[src/rtl/gshare_counter_table.sv]
// gshare counter table: 2-bit saturating counters indexed by the hashed
// pattern/PC index, with a registered prediction and an in-order FIFO of
// in-flight lookups that later resolutions use to train the counters.
module gshare_counter_table #(
  parameter int         INDEX_W  = 6,
  parameter int         DEPTH    = 4,
  parameter logic [1:0] CTR_INIT = 2'b01
) (
  input  logic                       clk,
  input  logic                       reset,
  input  logic                       lookup_valid,
  input  logic [INDEX_W-1:0]         lookup_index,
  output logic                       lookup_ready,
  output logic                       pred_valid,
  output logic                       pred_taken,
  input  logic                       resolve_valid,
  input  logic                       resolve_taken,
  output logic                       resolve_ready,
  output logic                       mispredict,
  output logic [7:0]                 mispredict_count,
  output logic [$clog2(DEPTH):0]     inflight
);

  localparam int               PTR_W    = $clog2(DEPTH);
  localparam int               ENTRIES  = 1 << INDEX_W;
  localparam logic [PTR_W-1:0] PTR_ONE  = 1;
  localparam logic [PTR_W:0]   OCC_ONE  = 1;
  localparam logic [PTR_W:0]   OCC_FULL = (PTR_W+1)'(DEPTH);

  // Two-bit counter training step, saturating at both ends.
  function automatic logic [1:0] ctr_sat_update(input logic [1:0] c, input logic taken);
    if (taken) return (c == 2'b11) ? c : c + 2'b01;
    else       return (c == 2'b00) ? c : c - 2'b01;
  endfunction

  // Statistics counter increment that sticks at its maximum.
  function automatic logic [7:0] count_sat_inc(input logic [7:0] c);
    return (c == 8'hFF) ? c : c + 8'd1;
  endfunction

  logic [1:0]         ctr       [ENTRIES];
  logic [INDEX_W-1:0] fifo_idx  [DEPTH];
  logic               fifo_pred [DEPTH];
  logic [PTR_W-1:0]   wr_ptr;
  logic [PTR_W-1:0]   rd_ptr;
  logic               push;
  logic               pop;
  logic [INDEX_W-1:0] pop_idx;
  logic               pop_pred;
  logic               lookup_pred;

  // Handshakes depend only on the registered occupancy; a full FIFO refuses
  // a lookup even when a pop happens in the same cycle.
  assign lookup_ready  = (inflight != OCC_FULL);
  assign resolve_ready = (inflight != '0);
  assign push          = lookup_valid && lookup_ready;
  assign pop           = resolve_valid && resolve_ready;
  assign pop_idx       = fifo_idx[rd_ptr];
  assign pop_pred      = fifo_pred[rd_ptr];
  // Lookup reads the pre-update counter; a same-cycle resolve is not bypassed.
  assign lookup_pred   = ctr[lookup_index][1];

  // Counter table: reset to CTR_INIT, trained by the popped entry's outcome.
  always_ff @(posedge clk or negedge reset) begin
    if (!reset) begin
      for (int i = 0; i < ENTRIES; i++) ctr[i] <= CTR_INIT;
    end else if (pop) begin
      ctr[pop_idx] <= ctr_sat_update(ctr[pop_idx], resolve_taken);
    end
  end

  // FIFO payload storage; contents are meaningless outside the occupied range.
  always_ff @(posedge clk) begin
    if (push) begin
      fifo_idx[wr_ptr]  <= lookup_index;
      fifo_pred[wr_ptr] <= lookup_pred;
    end
  end

  // FIFO pointers and occupancy count.
  always_ff @(posedge clk or negedge reset) begin
    if (!reset) begin
      wr_ptr   <= '0;
      rd_ptr   <= '0;
      inflight <= '0;
    end else begin
      if (push) wr_ptr <= wr_ptr + PTR_ONE;
      if (pop)  rd_ptr <= rd_ptr + PTR_ONE;
      if (push && !pop)      inflight <= inflight + OCC_ONE;
      else if (pop && !push) inflight <= inflight - OCC_ONE;
    end
  end

  // Registered prediction; pred_taken holds when no lookup is accepted.
  always_ff @(posedge clk or negedge reset) begin
    if (!reset) begin
      pred_valid <= 1'b0;
      pred_taken <= 1'b0;
    end else begin
      pred_valid <= push;
      if (push) pred_taken <= lookup_pred;
    end
  end

  // Misprediction pulse and saturating statistic.
  always_ff @(posedge clk or negedge reset) begin
    if (!reset) begin
      mispredict       <= 1'b0;
      mispredict_count <= '0;
    end else begin
      mispredict <= pop && (resolve_taken != pop_pred);
      if (pop && (resolve_taken != pop_pred))
        mispredict_count <= count_sat_inc(mispredict_count);
    end
  end

endmodule

[config.mk]
export PLATFORM = sky130hd
export DESIGN_NAME = gshare_counter_table
export DESIGN_NICKNAME = d
export VERILOG_FILES = /design/src/rtl/gshare_counter_table.sv
export SDC_FILE = /design/constraint.sdc
export NUM_CORES = 1
export LEC_CHECK = 0
export BUFFER_PORTS_ARGS = -buffer_cell sky130_fd_sc_hd__buf_2
export CELL_PAD_IN_SITES_DETAIL_PLACEMENT = 0
export CELL_PAD_IN_SITES_GLOBAL_PLACEMENT = 2
export CORE_AREA = 5 5 122 170
export CTS_BUF_LIST = sky130_fd_sc_hd__clkbuf_2 sky130_fd_sc_hd__clkbuf_4 sky130_fd_sc_hd__clkbuf_8
export DETAILED_ROUTE_END_ITERATION = 12
export DIE_AREA = 0 0 127 175
export MAX_ROUTING_LAYER = met4
export PLACE_DENSITY_LB_ADDON = 0.1
export SYNTH_ARGS = -nofsm -noshare
export SYNTH_HDL_FRONTEND = slang
export SYNTH_SLANG_ARGS = --single-unit
[constraint.sdc]
create_clock -name clk -period 6.3 [get_ports clk]
set_clock_uncertainty 0.1 [all_clocks]
set_input_delay 0.63 -clock clk [delete_from_list [all_inputs] [get_ports clk]]
set_output_delay 0.63 -clock clk [all_outputs]
set_load 0.01 [all_outputs]
==> results of run 1 <==
## layout make-up
cell class	count	area [sq um]	area share
Clock buffer	22	284	0.0296
Clock inverter	10	136	0.0142
Inverter	11	41.3	0.00430
Multi-Input combinational cell	557	4040	0.421
Sequential cell	174	4570	0.476
Tap cell	248	310	0.0323
Timing Repair Buffer	35	216	0.0225
## logic make-up after synthesis
kind of cell / count (synthesis) / share of synthesized area
compound gates: 149 / 0.114
xor+xnor: 14 / 0.0137
fa+ha+maj: 9 / 0.0137
buf+inv: 52 / 0.0405
flops: 174 / 0.510
mux: 107 / 0.177
simple gates: 278 / 0.130
## registers in the layout (all words and copies together) (netlist names), 2 cells and up
name / flops
inflight: 3
rd_ptr: 2
ctr: 128
fifo_pred: 4
wr_ptr: 2
mispredict_count: 8
fifo_idx: 24
## cells in the mapped netlist (5+ instances only)
| library cell | number | share of area |
|---|---|---|
| nand2_1 | 219 | 0.092 |
| dfrtp_1 | 82 | 0.23 |
| o21ai_0 | 65 | 0.036 |
| dfstp_2 | 64 | 0.19 |
| o21ai_2 | 58 | 0.057 |
| mux2i_1 | 56 | 0.063 |
| mux4_2 | 37 | 0.093 |
| edfxtp_1 | 28 | 0.094 |
| buf_2 | 16 | 0.0089 |
| nor2_1 | 16 | 0.0067 |
| inv_1 | 11 | 0.0046 |
| mux2_2 | 11 | 0.014 |
| clkbuf_1 | 10 | 0.0042 |
| nand3_1 | 9 | 0.0050 |
| xnor2_1 | 9 | 0.0088 |
| and3_1 | 7 | 0.0049 |
| buf_12 | 7 | 0.016 |
| nand4_1 | 7 | 0.0049 |
| ha_1 | 6 | 0.0084 |
| xor2_1 | 5 | 0.0049 |
## routing by layer
| metal | part of all wire | vias up | global-route usage |
|---|---|---|---|
| met1 | 0.42 | 3037 | 0.282 |
| met5 | 0 | - | - |
| met3 | 0.034 | 30 | 0.0355 |
| li1 | - | 2815 | - |
| met2 | 0.53 | 125 | 0.381 |
| met4 | 0.018 | 0 | 0.0626 |
## through the flow
stage / total power (uW) / setup WS [ps] / hold WS, ps
global route: 5690 / 1180 / 96.5
global placement: 4470 / 1550 / 359
CTS: 5390 / 1440 / 83.6
detailed placement: 4550 / 1480 / 363
floorplan: 4040 / 2740 / 234
finish: 5330 / 1470 / 71.1
## path summary, 6_finish.rpt
kind	from	end	slack [ps]	depth (start not counted)
max	rd_ptr[1]	ctr[50]	1470	10
min	reset	inflight[2]	70	1
max reg2reg	rd_ptr[1]	ctr[50]	1470	10
min reg2reg	ctr[114]	ctr[114]	370	2
max in group asynchronous	reset	ctr[103]	4550	2
min in group clk	lookup_index[5]	fifo_idx[3][5]	320	1
## critical path: cells and delay by family, from the launching register on
family          cells  cell delay (ps)
simple gates        1              350
fa+ha+maj           1              680
flops               1              790
mux                 4             1520
buf+inv             2              920
compound gates      2              330
## where the power goes
part	total, uW	internal [uW]	switching, uW	leakage, uW
registers	2040	1700	342	0.00202
logic	2460	891	1570	0.00168
clock network	836	426	409	0.000214
total	5330	3010	2320	0.00391
==> results.toml, run 1 <==
[status]
status = "complete, no violations"

[worst_setup_path]
cp_slowest_cell = "mux4_2"
crit_path_max_fanout = 34
critPathMostFrequentCell = "mux2i_1"
cpPeakStageDelay_ps = 840
critPathLaunchType = "flop"
crit_type = "flop to flop"
cp_cell_sequence = "mux4_2 -> buf_4 -> mux2i_1 -> mux2i_1 -> mux2_2 -> a22o_1 -> nor4_4 -> maj3_4 -> buf_12 -> o21ai_2"
cp.required_ps = 6580
cp.arrival_ps = 5110
end_kind = "flop"

[power_and_ir_drop]
leakage_uw = 0.00391
peakVddDrop_uv = 309
power.density_nw_per_um2 = 555

[placement]
gp_congestion = 0.798
portBuffers = 26
dpl.cell_count = 1025
dp_hpwl_microns = 15600
dpl_cell_area_sq_um = 9180

[cells_and_area]
area_growth_pct = 7.09
num-fill-cells = 1750
instances_no_fill = 1057
drive_gt1_frac = 0.309
nets = 814
layout_commonest_cell = "nand2_1"
n_antenna_cell = 0
finish.utilization = 0.504
fin_area_sq_um = 9600
final_cell_mix = "nand2_1, dfrtp_1, o21ai_0"

[timing]
fin_crit_sh = 0.767
hold_viol_final = 0
slew_viol_final = 0
clock.fmax_ghz = 0.207
finalSetupTns_ps = 0
rsz0062_at_grt = "no"
slew_headroom = 0.159
setup_viol = 0
worst_slew_pin_slew_ps = 1260
post-route-min-period_ps = 4830

[logic_synthesis]
syn_inst = 783
synth_nets = 801
yosysSeqAreaShare = 0.510
ys_seq_elements = 174
synthArstFlopShare = 0.839
synth_area_per_cell_sq_um = 11.5
synthDistinctLibCells = 54
postSynth.topFlopCell = "dfrtp_1"
synth-edff-count = 28
ys_warn_count = 0
netlist_area_sq_um = 8970

[cts]
cts_tree = "built"
cts.sinks = 174
cts_inserted_buffers = 17
post_cts_buffers = 0
cts-resized-gates = 0
hold_buffers = 0
cts_root_buffer = "clkbuf_8"
clkLatencyLatePin_ps = 460
cts_max_level = 4
cts_buffer_depth = 2
clkSlewWorstSetupHoldPaths_ps = 90

[global_route]
antenna_found_initial = 0
grt_pass1_wl_microns = 37100
grt_usage = 0.225
first_global_vias = 6283
grt-ovfl-total = 0
grt_max_degree = 78

[run]
maxCapViolCount = 0

[die]
rows = 60
die-area_sq_um = 22200
pin_count = 27
initial_utilization = 0.470
die_w_microns = 127
die_h_microns = 175
core_sq_um = 19100

[routing]
route.vias.total = 6007
wl_per_cell_microns = 21.9
drt_iter0_drc = 404
drcViolationCount = 0
antenna_left = 0
viasPerCell = 5.68
dr.pass1.iters = 8
drt_wl_total_microns = 23100

[hold_path]
min_path_type = "input pin to asynchronous set/reset pin"
Power figures use the tool's default switching activity.
==> run 2, diff against run 1 <==
--- a/config.mk
+++ b/config.mk
@@ -8,10 +8,10 @@
 export BUFFER_PORTS_ARGS = -buffer_cell sky130_fd_sc_hd__buf_2
 export CELL_PAD_IN_SITES_DETAIL_PLACEMENT = 0
 export CELL_PAD_IN_SITES_GLOBAL_PLACEMENT = 2
-export CORE_AREA = 5 5 122 170
+export CORE_AREA = 5 5 133 186
 export CTS_BUF_LIST = sky130_fd_sc_hd__clkbuf_2 sky130_fd_sc_hd__clkbuf_4 sky130_fd_sc_hd__clkbuf_8
 export DETAILED_ROUTE_END_ITERATION = 12
-export DIE_AREA = 0 0 127 175
+export DIE_AREA = 0 0 138 191
 export MAX_ROUTING_LAYER = met4
 export PLACE_DENSITY_LB_ADDON = 0.1
 export SYNTH_ARGS = -nofsm -noshare
==> constraint.sdc (replaced) <==
create_clock -name clk -period 4.14 [get_ports clk]
set_clock_uncertainty 0.1 [all_clocks]
set_input_delay 0.414 -clock clk [delete_from_list [all_inputs] [get_ports clk]]
set_output_delay 0.414 -clock clk [all_outputs]
set_load 0.01 [all_outputs]
==> results.toml, run 2 (synthesis gave the netlist of run 1 again) <==
[cells_and_area]
regMostFlops = "ctr"
biggestRegsByFlops = "ctr x128, fifo_idx x24, mispredict_count x8"
area_growth_pct = 9.81
n_antenna_cell = 0
nets = 836
num-fill-cells = 2259
layout_commonest_cell = "nand2_1"
largest_register_ffs = 128
final_cell_mix = "nand2_1, dfrtp_1, o21ai_0"
drive_gt1_frac = 0.323

[die]
core_sq_um = 23000
rows = 66
initial_utilization = 0.391
die-area_sq_um = 26400
die_h_microns = 191
die_w_microns = 138
pin_count = 27

[routing]
route.vias.total = 5991
drt_wl_total_microns = 24600
antenna_left = 0
drt_iter0_drc = 323
dr.pass1.iters = 5
drcViolationCount = 0
viasPerCell = 5.27
wl_per_cell_microns = 21.6

[power_and_ir_drop]
p_int_uw = 4670
power_frac_seq = 0.367
peakVddDrop_uv = 500
combPwrFrac = 0.496
leakage_uw = 0.00401
power.density_nw_per_um2 = 849
swShare = 0.442
p_clk_frac = 0.137
power.net_switching_uw = 3690

[hold_path]
min_path_type = "input pin to flop"

[cts]
cts_root_buffer = "clkbuf_8"
clkSlewWorstSetupHoldPaths_ps = 100
hold_buffers = 1
cts-resized-gates = 0
cts_inserted_buffers = 17
clkLatencyLatePin_ps = 480
post_cts_buffers = 0
cts_buffer_depth = 2
cts.sinks = 174
cts_max_level = 4
cts_tree = "built"

[worst_setup_path]
cp.required_ps = 4440
critPathLaunchType = "flop"
end_kind = "flop"
cp_slowest_cell = "mux4_2"
cp_cell_sequence = "buf_4 -> mux4_2 -> mux4_2 -> nand3_1 -> nand4_1 -> a221oi_2 -> nand4_1 -> maj3_4 -> buf_12 -> o21ai_0"
cp.arrival_ps = 4230
cpPeakStageDelay_ps = 820
crit_path_max_fanout = 25
critPathTopFamily = "multiplexers"
worst-path-buf-inv = 2
crit_type = "flop to flop"

[global_route]
grt-ovfl-total = 0
grt_pass1_wl_microns = 38600
first_global_vias = 6223
grt_usage = 0.199
antenna_found_initial = 0
grt_max_degree = 77

[timing]
layout_setup_ws_ps = 214
fin_crit_sh = 0.948
slew_headroom = 0.426
worst_slew_pin_slew_ps = 855
finalSetupTns_ps = 0
setup_viol = 0
post-route-min-period_ps = 3930
slew_viol_final = 0
hold_viol_final = 0
whs_ps = 74.5
clock.fmax_ghz = 0.255
rsz0062_at_grt = "no"

[placement]
place_ws_ps = 197
portBuffers = 26
dp_hpwl_microns = 17300
gp_congestion = 0.822

[run]
maxCapViolCount = 0

[status]
status = "complete, no violations"
[run 2: cell count changes in the layout (fill, tap and decap cells not counted), moves of 2 or more]
| cell | before | now |
|---|---|---|
| nor3_1 | 2 | 4 |
| buf_12 | 1 | 6 |
| inv_4 | 2 | 0 |
| buf_4 | 8 | 24 |
| bufinv_16 | 3 | 1 |
| clkinvlp_4 | 2 | 4 |
| clkbuf_8 | 19 | 17 |
| inv_6 | 0 | 5 |
| nor3_2 | 2 | 0 |
| clkbuf_4 | 3 | 0 |
[run 2: metal layers]
metal / GRT usage / vias to the layer above / share of wire
met1: 0.240 / 3031 / 0.43
met2: 0.345 / 83 / 0.53
li1: - / 2853 / -
met3: 0.0373 / 24 / 0.029
met5: - / - / 0
met4: 0.0506 / 0 / 0.014
[run 2: worst paths after layout]
check,from,to,slack (ps),cells after the start
max reg2reg,rd_ptr[0],ctr[92],210,10
min,lookup_index[5],fifo_idx[2][5],70,1
max in group asynchronous,reset,ctr[52],2630,3
min in group asynchronous,reset,pred_valid,420,2
min reg2reg,ctr[28],ctr[28],370,2
max,rd_ptr[0],ctr[92],210,10
[run 2: layout make-up]
type                            count  area (sq um)  share of cell area
Sequential cell                   174          4570               0.465
Clock buffer                       17           234              0.0238
Inverter                           11          41.3             0.00419
Multi-Input combinational cell    557          4030               0.409
Tap cell                          306           383              0.0389
Clock inverter                     15           135              0.0137
Timing Repair Buffer               57           447              0.0454
[run 2: through the flow]
step           cell area [sq um]  std cells  utilization  power, uW
2_1_floorplan               8970        783            -       6140
3_3_place_gp                9470       1104        0.412       7220
3_5_place_dp                9470       1104        0.412       7310
4_1_cts                     9850       1137        0.429       8470
5_1_grt                     9850       1137        0.429       8920
6_report                    9850       1137        0.429       8360
[run 2: power groups by stage]
stage | logic (uW) | clock network (uW) | registers, uW
floorplan | 3220 | 0 | 2920
global placement | 4140 | 0 | 3080
detailed placement | 4200 | 0 | 3110
CTS | 4210 | 1180 | 3070
global route | 4500 | 1260 | 3160
finish | 4150 | 1140 | 3070
==> run 3, diff against run 2 <==
--- a/config.mk
+++ b/config.mk
@@ -9,7 +9,7 @@
 export CELL_PAD_IN_SITES_DETAIL_PLACEMENT = 0
 export CELL_PAD_IN_SITES_GLOBAL_PLACEMENT = 2
 export CORE_AREA = 5 5 133 186
-export CTS_BUF_LIST = sky130_fd_sc_hd__clkbuf_2 sky130_fd_sc_hd__clkbuf_4 sky130_fd_sc_hd__clkbuf_8
+export CTS_BUF_LIST = sky130_fd_sc_hd__clkbuf_2
 export DETAILED_ROUTE_END_ITERATION = 12
 export DIE_AREA = 0 0 138 191
 export MAX_ROUTING_LAYER = met4
==> results.toml, run 3 (synthesis gave the netlist of run 1 again) <==
[power_and_ir_drop]
power.net_switching_uw = 3660
leakage_uw = 0.00398
peakVddDrop_uv = 481
power.density_nw_per_um2 = 826
combPwrFrac = 0.515
finalPower_uw = 8070
p_int_uw = 4400
p_clk_frac = 0.106
power_frac_seq = 0.379
swShare = 0.454

[worst_setup_path]
r2r_cells = 10
worst-path-buf-inv = 2
end_kind = "flop"
crit_type = "flop to flop"
r2r_slack_ps = 200
cpPeakStageDelay_ps = 820
crit_path_max_fanout = 25
worstReg2RegEnd = "ctr[94]"
r2r_start = "rd_ptr[0]"
critPathLaunchType = "flop"
cp.arrival_ps = 4540
cp_cell_sequence = "buf_4 -> mux4_2 -> mux4_2 -> nand3_1 -> nand4_1 -> a221oi_2 -> nand4_1 -> maj3_4 -> buf_12 -> o21ai_0"
cp_slowest_cell = "mux4_2"
cp.required_ps = 4740
critPathTopFamily = "multiplexers"

[cells_and_area]
biggestRegsByFlops = "ctr x128, fifo_idx x24, mispredict_count x8"
layout_commonest_cell = "nand2_1"
area_growth_pct = 8.96
drive_gt1_frac = 0.320
nets = 843
final_cell_mix = "nand2_1, dfrtp_1, o21ai_0"
largest_register_ffs = 128
regMostFlops = "ctr"

[global_route]
grt_usage = 0.199
antenna_found_initial = 1
first_global_vias = 6280
grt-ovfl-total = 0
grt_max_degree = 77
grt_pass1_wl_microns = 38700

[timing]
hold_viol_final = 0
setup_viol = 0
rsz0062_at_grt = "no"
finalSetupTns_ps = 0
post-route-min-period_ps = 3940
fin_crit_sh = 0.952
slew_viol_final = 0
slew_headroom = 0.416
clock.fmax_ghz = 0.254
whs_ps = 81.0
worst_slew_pin_slew_ps = 870

[die]
die_w_microns = 138
die-area_sq_um = 26400
die_h_microns = 191
pin_count = 27
initial_utilization = 0.391
core_sq_um = 23000
rows = 66

[placement]
dp_hpwl_microns = 17300
gp_congestion = 0.822
portBuffers = 26

[hold_path]
hold_end = "fifo_idx[0][0]"
min_path_type = "input pin to flop"
hold_depth = 2
holdCritStartpoint = "lookup_index[0]"

[routing]
drcViolationCount = 0
dr.pass1.iters = 5
drt_wl_total_microns = 24600
wl_per_cell_microns = 21.5
antenna_left = 0
viasPerCell = 5.30
route.vias.total = 6067
drt_iter0_drc = 342

[cts]
cts_buffer_depth = 2
cts.sinks = 174
cts_tree = "built"
cts_inserted_buffers = 17
post_cts_buffers = 0
cts_max_level = 4
cts_root_buffer = "clkbuf_2"
clkLatencyLatePin_ps = 790
clkSlewWorstSetupHoldPaths_ps = 270

[status]
status = "complete, no violations"

[run]
maxCapViolCount = 0
## run 3: cell count changes in the layout (fill, tap and decap cells not counted), sizes merged
cell,previous run,this run
dlygate4sd3,1,8
diode,0,1
## run 3: per-stage QoR
stage                     std cells  utilization  setup WS [ps]  area (sq um)
after global placement         1104        0.412            192          9470
after global routing           1145        0.426           3.01          9770
final                          1145        0.426            201          9770
after floorplan                 783            -            797          8970
after detailed placement       1104        0.412            197          9470
after CTS                      1144        0.425            137          9770
## run 3: layout make-up
type                    instances  area (sq um)
well taps                     306           383
inverters                      11          41.3
clock buffers                  17          85.1
clock inverters                15           135
repair buffers                 64           517
diodes                          1          2.50
fillers                      2266         13200
flip-flops and latches        174          4570
multi-input cells             557          4030
## run 3: how the worst max path moves through the flow
stage | from | end | slack [ps] | depth (start not counted)
after CTS | rd_ptr[0] | ctr[94] | 140 | 10
after detailed placement | rd_ptr[0] | ctr[92] | 200 | 10
after global routing | rd_ptr[0] | ctr[96] | 3 | 10
final | rd_ptr[0] | ctr[94] | 200 | 10
after floorplan | lookup_index[0] | pred_taken | 800 | 6
after global placement | rd_ptr[0] | ctr[90] | 190 | 10
## run 3: power by group through the flow
stage          clock network (uW)  logic (uW)  registers [uW]
6_report                      856        4150            3060
5_1_grt                       973        4510            3150
4_1_cts                       899        4220            3060
3_5_place_dp                    0        4200            3110
3_3_place_gp                    0        4140            3080
2_1_floorplan                   0        3220            2920
## run 3: routing by layer
layer / vias to the layer above / wire [microns] / global-route usage / part of all wire
met5: - / 0 / - / 0
met4: 0 / 424 / 0.0586 / 0.017
met3: 28 / 939 / 0.0355 / 0.038
met2: 141 / 12900 / 0.346 / 0.53
met1: 3038 / 10300 / 0.239 / 0.42
li1: 2860 / - / - / -
## run 3: timing repair
item	in CTS	in global routing
gates resized for setup	0	0
hold buffers	8	0
endpoints found under the hold margin	101	0
